## config.mk

```make
export PLATFORM = sky130hd
export DESIGN_NAME = complex_adder
export DESIGN_NICKNAME = d
export VERILOG_FILES = /design/src/rtl/complex_adder.sv
export SDC_FILE = /design/constraint.sdc
export NUM_CORES = 1
export LEC_CHECK = 0
export CORE_MARGIN = 5
export CORE_UTILIZATION = 50
export DETAILED_ROUTE_END_ITERATION = 12
export PLACE_DENSITY = 0.83
export SETUP_SLACK_MARGIN = 0.3
export SLEW_MARGIN = 0
export SYNTH_ARGS = -nofsm -noshare
export SYNTH_HDL_FRONTEND = slang
export SYNTH_SLANG_ARGS = --single-unit
```

## constraint.sdc

```tcl
create_clock -name clk -period 1.4 [get_ports clk]
set_clock_uncertainty 0.15 [all_clocks]
set_input_delay 0.35 -clock clk [delete_from_list [all_inputs] [get_ports clk]]
set_output_delay 0.35 -clock clk [all_outputs]
set_load 0.1 [all_outputs]
```

## src/rtl/complex_adder.sv

```systemverilog
// Registered complex adder/subtractor: independent real and imaginary lanes,
// each with overflow detection and optional saturation, one-cycle latency.
module complex_adder #(
   parameter int DATA_W   = 16,
   parameter bit SATURATE = 1'b1
) (
   input  logic                  clk,
   input  logic                  rst,
   input  logic [2*DATA_W-1:0]   a,
   input  logic [2*DATA_W-1:0]   b,
   input  logic                  in_valid,
   input  logic                  sub,
   output logic [2*DATA_W-1:0]   c,
   output logic                  out_valid,
   output logic                  ovf_real,
   output logic                  ovf_imag
);

   localparam logic [DATA_W-1:0] MAX_VAL = {1'b0, {(DATA_W-1){1'b1}}};
   localparam logic [DATA_W-1:0] MIN_VAL = {1'b1, {(DATA_W-1){1'b0}}};

   // Returns {overflow, result} for one component, computed exactly at DATA_W+1 bits.
   function automatic logic [DATA_W:0] calc_part(
      input logic [DATA_W-1:0] x,
      input logic [DATA_W-1:0] y,
      input logic              do_sub
   );
      logic [DATA_W:0]   ext_x;
      logic [DATA_W:0]   ext_y;
      logic [DATA_W:0]   exact;
      logic              ovf;
      logic [DATA_W-1:0] res;
      ext_x = {x[DATA_W-1], x};
      ext_y = {y[DATA_W-1], y};
      exact = do_sub ? (ext_x - ext_y) : (ext_x + ext_y);
      // The extra bit disagrees with the DATA_W sign bit only when out of range.
      ovf   = exact[DATA_W] ^ exact[DATA_W-1];
      if (ovf && SATURATE)
         res = exact[DATA_W] ? MIN_VAL : MAX_VAL;
      else
         res = exact[DATA_W-1:0];
      return {ovf, res};
   endfunction

   logic [DATA_W:0] part_real;
   logic [DATA_W:0] part_imag;

   // NOTE: combinational outputs are assigned unconditionally, so no latch can be inferred.
   always_comb begin
      part_real = calc_part(a[2*DATA_W-1:DATA_W], b[2*DATA_W-1:DATA_W], sub);
      part_imag = calc_part(a[DATA_W-1:0],        b[DATA_W-1:0],        sub);
   end

   // NOTE: sequential state uses non-blocking assignments so all registers update together.
   always_ff @(posedge clk or posedge rst) begin
      if (rst) begin
         c         <= '0;
         out_valid <= 1'b0;
         ovf_real  <= 1'b0;
         ovf_imag  <= 1'b0;
      end else begin
         out_valid <= in_valid;
         if (in_valid) begin
            c        <= {part_real[DATA_W-1:0], part_imag[DATA_W-1:0]};
            ovf_real <= part_real[DATA_W];
            ovf_imag <= part_imag[DATA_W];
         end
      end
   end

endmodule

```

==> impl_metrics.yaml, run 1 <==
clock_tree:
  hold_buffers: 0
  cts_root_buf: "clkbuf_8"
  post_cts_buffers: 45
  cts_buffer_depth: 2
  htree_levels: 2
  cts_buffers: 5
  cts_resized: 165
  cts_num_sinks: 35
yosys:
  synth_ff_type: "dfrtp_1"
  syn_area_sq_um: 3740
  synth_fp_nets: 560
  yosysWarnings: 0
  synth-edff-count: 0
  synth_cells: 456
  ys_ff_latch: 35
  synth_common_cells: "a21oi_1, inv_1, xnor2_1"
  seq_area_frac_synth_pct: 23.4
  synth_cell_types: 59
  ys_async_sr_fraction_pct: 100
  synth_area_leader_cell: "dfrtp_1"
  netlist.area_leader.share_pct: 23.4
  syn_avg_cell_area_sq_um: 8.21
  synth.area.top_cells: "dfrtp_1, ha_1, xnor2_1"
  synth.most_common_cell: "a21oi_1"
place:
  gp_congestion: 0.938
  portBuffers: 102
  dp_hpwl_microns: 11200
floorplan:
  fp.dieW_microns: 96.5
  start_util_pct: 51.4
  die_h_microns: 96.5
  rows: 31
  pin_count: 103
status:
  lastStage: "clock tree synthesis (4_1_cts)"
  firstError: "[ERROR DPL-0038] Utilization greater than 100%, impossible to legalize"
  status: "did not finish"
-- kinds of logic after synthesis --
family	synth area share [%]
AOI/OAI and AO/OA	28.5
xor gates and xnor gates	15.3
adders and majority gates	12.4
buffers and inverters	7.28
DFF	23.4
muxes	0.835
and+or+nand+nor	12.2
-- metrics by stage --
stage | area [sq um] | cells | setup slack [ps]
floorplan | 4070 | 456 | -2040
global placement | 6420 | 763 | -2580
detailed placement | 6420 | 763 | -2830
==> run 2: changes to the inputs <==
- CORE_UTILIZATION: 50 -> 40
- PLACE_DENSITY: 0.83 -> unset
- PLACE_DENSITY_LB_ADDON: unset -> 0.15
- SETUP_SLACK_MARGIN: 0.3 -> unset
==> impl_metrics.yaml, run 2 <==
timing:
  fin_crit_sh_pct: 248
  maxSlewHeadroom_pct: 68.0
  hold_viol: 0
  whs_ps: 190
  rsz0062_at_grt: "yes"
  setup-violations-final: 35
  final_max_slew_viol_count: 0
  setup_ws_ps: -2070
  max_freq_mhz: 288
  period_needed_ps: 3470
  worst_pin_slew_ps: 477
yosys:
  ys_ff_latch: 35
  synth_top_family_by_area: "compound AO/OA/AOI/OAI gates"
  muxShareOfSynthArea_pct: 0.835
  ys_async_sr_fraction_pct: 100
  synth.most_common_cell: "a21oi_1"
  seq_area_frac_synth_pct: 23.4
  synth_cell_types: 59
  netlist.area_leader.share_pct: 23.4
  synth_fp_nets: 560
  synthAdderAreaFrac_pct: 12.4
  synth_cells: 456
  synth-compound-area-share_pct: 28.5
  synth_common_cells: "a21oi_1, inv_1, xnor2_1"
  syn_avg_cell_area_sq_um: 8.21
  synth-edff-count: 0
  synth_ff_type: "dfrtp_1"
  synth-simple-area-share_pct: 12.2
  yosysWarnings: 0
  syn_area_sq_um: 3740
  synth_area_leader_cell: "dfrtp_1"
  synth-xor-area-share_pct: 15.3
  synth.area.top_cells: "dfrtp_1, ha_1, xnor2_1"
clock_tree:
  htree_levels: 2
  cts_buffer_depth: 2
  hold_buffers: 0
  cts_num_sinks: 35
  cts_buffers: 5
  cts_root_buf: "clkbuf_8"
  path_clk_slew_ps: 70
  clkLatencyLatePin_ps: 280
  tritoncts: "done"
detailed_routing:
  wl_per_cell_microns: 15.5
  drt_iter0_markers: 144
  final_antenna_net_count: 0
  drc: 0
  viasPerCell: 5.19
  dr.pass1.iters: 4
  routed_wl_microns: 12900
  vias: 4304
floorplan:
  die_h_microns: 107
  start_util_pct: 40.7
  pin_count: 103
  core_sq_um: 9200
  rows: 35
  die_area_sq_um: 11400
  fp.dieW_microns: 107
final_layout:
  layout_common_cells: "buf_4, clkdlybuf4s50_1, xnor2_1"
  layout-drive-gt1-share_pct: 48.0
  areaGrowthSynthToFinish_pct: 90.4
  fillers: 621
  regMostFlops: "c"
  finish.utilization_pct: 77.5
  fin_nets: 822
  regArea_sq_um: 876
  layout_commonest_cell: "buf_4"
  diodes: 0
  multi_input_area_sq_um: 3130
  largest_reg_flops: 32
power_and_ir_drop:
  p_comb_share_pct: 78.2
  p_sw_uw: 5980
  power.leakage_uw: 0.00324
  vdd_drop_max_v: 0.000913
  finalPower_uw: 11500
  p_int_uw: 5570
  seq_power_share_pct: 15.8
  clockPowerShare_pct: 6.1
  p_per_area_nw_per_um2: 1620
  p_sw_share_pct: 51.8
global_routing:
  antenna_found_initial: 0
  grt_max_degree: 36
  grt_pass1_vias: 4214
  grt_pass1_wl_microns: 19400
  grt_usage_pct: 20.7
  grt_overflow_total: 0
status:
  status: "finished, violations left"
  violations: "negative setup slack"
critical_path:
  cp.required_ps: 1420
  cp_num_buf_inv: 3
  slowest_delay_ps: 360
  crit_top_cell: "buf_6"
  cp-end-kind: "flop"
  reg2reg_from: "ovf_imag"
  rrSetupSlack_ps: 320
  r2r-end: "ovf_imag"
  worstPathArrival_ps: 3490
  path_max_fanout: 5
  critPathKind: "input port to flop"
  reg2reg_depth: 2
  slowest_stage: "a221o_1"
  start_kind: "input port"
  crit_chain: "buf_6 -> nor2_4 -> nand4b_1 -> or2_4 -> nor4_4 -> nor2_1 -> xnor2_1 -> ha_1 -> a21o_1 -> a21oi_2 -> nand3_2 -> a221o_1 -> a21oi_4 -> xnor2_4 -> buf_4 -> buf_6 -> a21oi_1 -> o22ai_1"
  cp_top_family: "compound AO/OA/AOI/OAI gates"
job:
  drv_cap: 0
place:
  pre_cts_ws_ps: -2680
  portBuffers: 102
  gp_congestion: 0.874
  dp_hpwl_microns: 9650
worst_hold_path:
  hold_path_class: "input port to flop"
  whs_path_depth: 1
  hold_end: "out_valid"
  holdCritStartpoint: "in_valid"
-- run 2: worst max-delay path by stage --
stage / end / depth (start not counted) / start / slack [ps]
global placement: c[12] / 17 / b[2] / -2610
floorplan: ovf_imag / 14 / b[9] / -2040
finish: c[2] / 18 / b[2] / -2070
detailed placement: c[12] / 17 / b[2] / -2680
global route: c[3] / 16 / b[2] / -2200
CTS: ovf_imag / 15 / b[7] / -2030
-- run 2: what timing repair did --
action,4_1_cts,5_1_grt
hold endpoints to repair,0,0
endpoints found under the setup margin,36,57
gates cloned,0,4
resized for setup,104,78
buffers inserted,17,25
pin swaps,71,67
-- run 2: through the flow --
step	instances	TNS (ps)	instance area (sq um)
3_5_place_dp	777	-87650	6300
3_3_place_gp	777	-84500	6300
2_1_floorplan	456	-62500	3930
4_1_cts	802	-63510	6660
5_1_grt	830	-69830	7130
6_report	830	-65070	7130
-- run 2: worst reg2reg max path, cell delays in order (launching register included) --
cell and delay (ps):
dfrtp_1 410, buf_4 150, mux2_4 260
-- run 2: area by class of cell --
| cell class | count | share of cell area (%) |
|---|---|---|
| Multi-Input combinational cell | 357 | 44.0 |
| Timing Repair Buffer | 270 | 38.0 |
| Sequential cell | 35 | 12.3 |
| Inverter | 49 | 2.65 |
| Tap cell | 111 | 1.95 |
| Clock buffer | 7 | 1.07 |
| Clock inverter | 1 | 0.0702 |
-- run 2: logic make-up (layout without fill, tap and decap cells) --
logic type               Yosys count  in the layout
AO/OA/AOI/OAI                    171            171
adder cells (fa/ha/maj)           36             36
buffers and inverters             65            327
XOR/XNOR                          60             61
flip-flops                        35             35
AND/OR/NAND/NOR                   86             86
multiplexers                       3              3
-- run 2: power by group through the flow --
stage	sequential, uW	combinational [uW]	clock, uW
floorplan	4400	2270	0
global placement	1830	7900	0
detailed placement	1850	8010	0
CTS	1830	8300	710
global route	1870	9430	749
finish	1820	9030	700
-- run 2: routing by layer --
layer,up-vias,global-route usage [%],wire length [microns]
met4,0,6.85,287
met1,2024,28.1,5800
met3,23,2.17,410
met2,115,34.4,6370
met5,-,0,0
li1,2142,-,-
Power figures use the tool's default switching activity.
==> run 3: changes to the inputs <==
- PLACE_DENSITY: unset -> 0.68
- PLACE_DENSITY_LB_ADDON: 0.15 -> unset
==> impl_metrics.yaml, run 3 (same netlist as run 2, synthesis figures left out) <==
timing:
  final_max_slew_viol_count: 0
  hold_viol: 0
  worst_pin_slew_ps: 419
  whs_ps: 258
  setup_ws_ps: -1970
  maxSlewHeadroom_pct: 72.0
  max_freq_mhz: 297
  rsz0062_at_grt: "yes"
  period_needed_ps: 3370
  fin_crit_sh_pct: 241
  setup-violations-final: 35
clock_tree:
  cts_root_buf: "clkbuf_8"
  htree_levels: 2
  cts_num_sinks: 35
  tritoncts: "done"
  cts_buffers: 5
  clkLatencyLatePin_ps: 280
  cts_buffer_depth: 2
  path_clk_slew_ps: 70
final_layout:
  multi_input_area_sq_um: 3090
  fin_nets: 821
  layout_commonest_cell: "buf_4"
  diodes: 0
  regArea_sq_um: 876
  regMostFlops: "c"
  layout-drive-gt1-share_pct: 46.7
  fillers: 658
  largest_reg_flops: 32
  areaGrowthSynthToFinish_pct: 89.9
  layout_common_cells: "buf_4, inv_1, clkdlybuf4s50_1"
global_routing:
  grt_usage_pct: 21.5
  grt_pass1_wl_microns: 20000
  antenna_found_initial: 0
  grt_max_degree: 36
  grt_pass1_vias: 4346
  grt_overflow_total: 0
status:
  status: "finished, violations left"
  violations: "negative setup slack"
detailed_routing:
  viasPerCell: 5.11
  drc: 0
  vias: 4235
  final_antenna_net_count: 0
  routed_wl_microns: 12800
  drt_iter0_markers: 126
  dr.pass1.iters: 4
  wl_per_cell_microns: 15.4
critical_path:
  path_max_fanout: 8
  reg2reg_depth: 2
  critPathKind: "input port to flop"
  cp-end-kind: "flop"
  rrSetupSlack_ps: 320
  worstPathArrival_ps: 3370
  start_kind: "input port"
  reg2reg_from: "ovf_imag"
  r2r-end: "ovf_imag"
  cp.required_ps: 1400
power_and_ir_drop:
  p_per_area_nw_per_um2: 1620
  power.leakage_uw: 0.00325
  vdd_drop_max_v: 0.00127
place:
  gp_congestion: 0.949
  portBuffers: 102
  pre_cts_ws_ps: -2670
  dp_hpwl_microns: 9780
floorplan:
  die_area_sq_um: 11400
  core_sq_um: 9200
  pin_count: 103
  rows: 35
  fp.dieW_microns: 107
  die_h_microns: 107
  start_util_pct: 40.7
job:
  drv_cap: 0
worst_hold_path:
  hold_path_class: "input port to asynchronous set/reset pin"
## run 3: cell count changes in the layout (fill, tap and decap cells not counted), moves of 3 or more
cell,before,now
inv_1,41,44
o21ai_2,9,2
buf_4,151,147
o21ai_1,7,14
inv_2,6,3
a21oi_4,7,4
## run 3: worst max-delay path by stage
| stage | from | to | slack, ps |
|---|---|---|---|
| global route | b[8] | c[5] | -2080 |
| CTS | b[7] | ovf_imag | -2040 |
| finish | b[8] | c[5] | -1970 |
| global placement | b[17] | c[21] | -2590 |
| detailed placement | b[2] | ovf_imag | -2670 |
| floorplan | b[9] | ovf_imag | -2040 |
## run 3: cell type report
| cell class | count | share of cell area (%) |
|---|---|---|
| clock buffer | 7 | 1.07 |
| clock inverter | 1 | 0.0704 |
| inverter | 49 | 2.66 |
| multi-input combinational | 357 | 43.5 |
| sequential | 35 | 12.3 |
| tap | 111 | 1.95 |
| timing repair buffer | 269 | 38.4 |
## run 3: power breakdown
part           internal (uW)  total [uW]  switching, uW
clock network            349         692            343
logic                   3820        8980           5160
registers               1390        1820            431
## run 3: timing repair
action	CTS	global route
hold buffers	0	0
buffers inserted	24	16
setup endpoints to repair	36	49
pin swaps	75	56
resized for setup	120	51
cloned	1	1
## run 3: worst max-delay path, stage by stage
cell     delay [ps]
buf_6            90
or4_4           550
nor4_4          170
nor2_1           90
xnor2_1         210
ha_1            300
and3_4          200
nand3_2          50
a211o_1         100
nand3_2          80
a221o_1         370
a21oi_4         200
xnor2_4         180
o21ai_4         310
o22ai_2         130
## run 3: layer usage
| layer | track usage [%] | wire [microns] | up-vias |
|---|---|---|---|
| li1 | - | - | 2142 |
| met1 | 27.8 | 5620 | 1951 |
| met2 | 37.5 | 6370 | 119 |
| met3 | 1.99 | 494 | 23 |
| met4 | 7.03 | 299 | 0 |
| met5 | 0 | 0 | - |
## run 3: metrics by stage
| stage | instances | total power (uW) | utilization [%] | setup TNS, ps | cell area, sq um |
|---|---|---|---|---|---|
| global route | 829 | 12000 | 77.3 | -67860 | 7110 |
| CTS | 812 | 11000 | 73.8 | -62920 | 6790 |
| detailed placement | 779 | 9980 | 68.9 | -87950 | 6330 |
| floorplan | 456 | 6680 | - | -62500 | 3930 |
| global placement | 779 | 9860 | 68.9 | -85910 | 6330 |
| finish | 829 | 11500 | 77.3 | -63320 | 7110 |
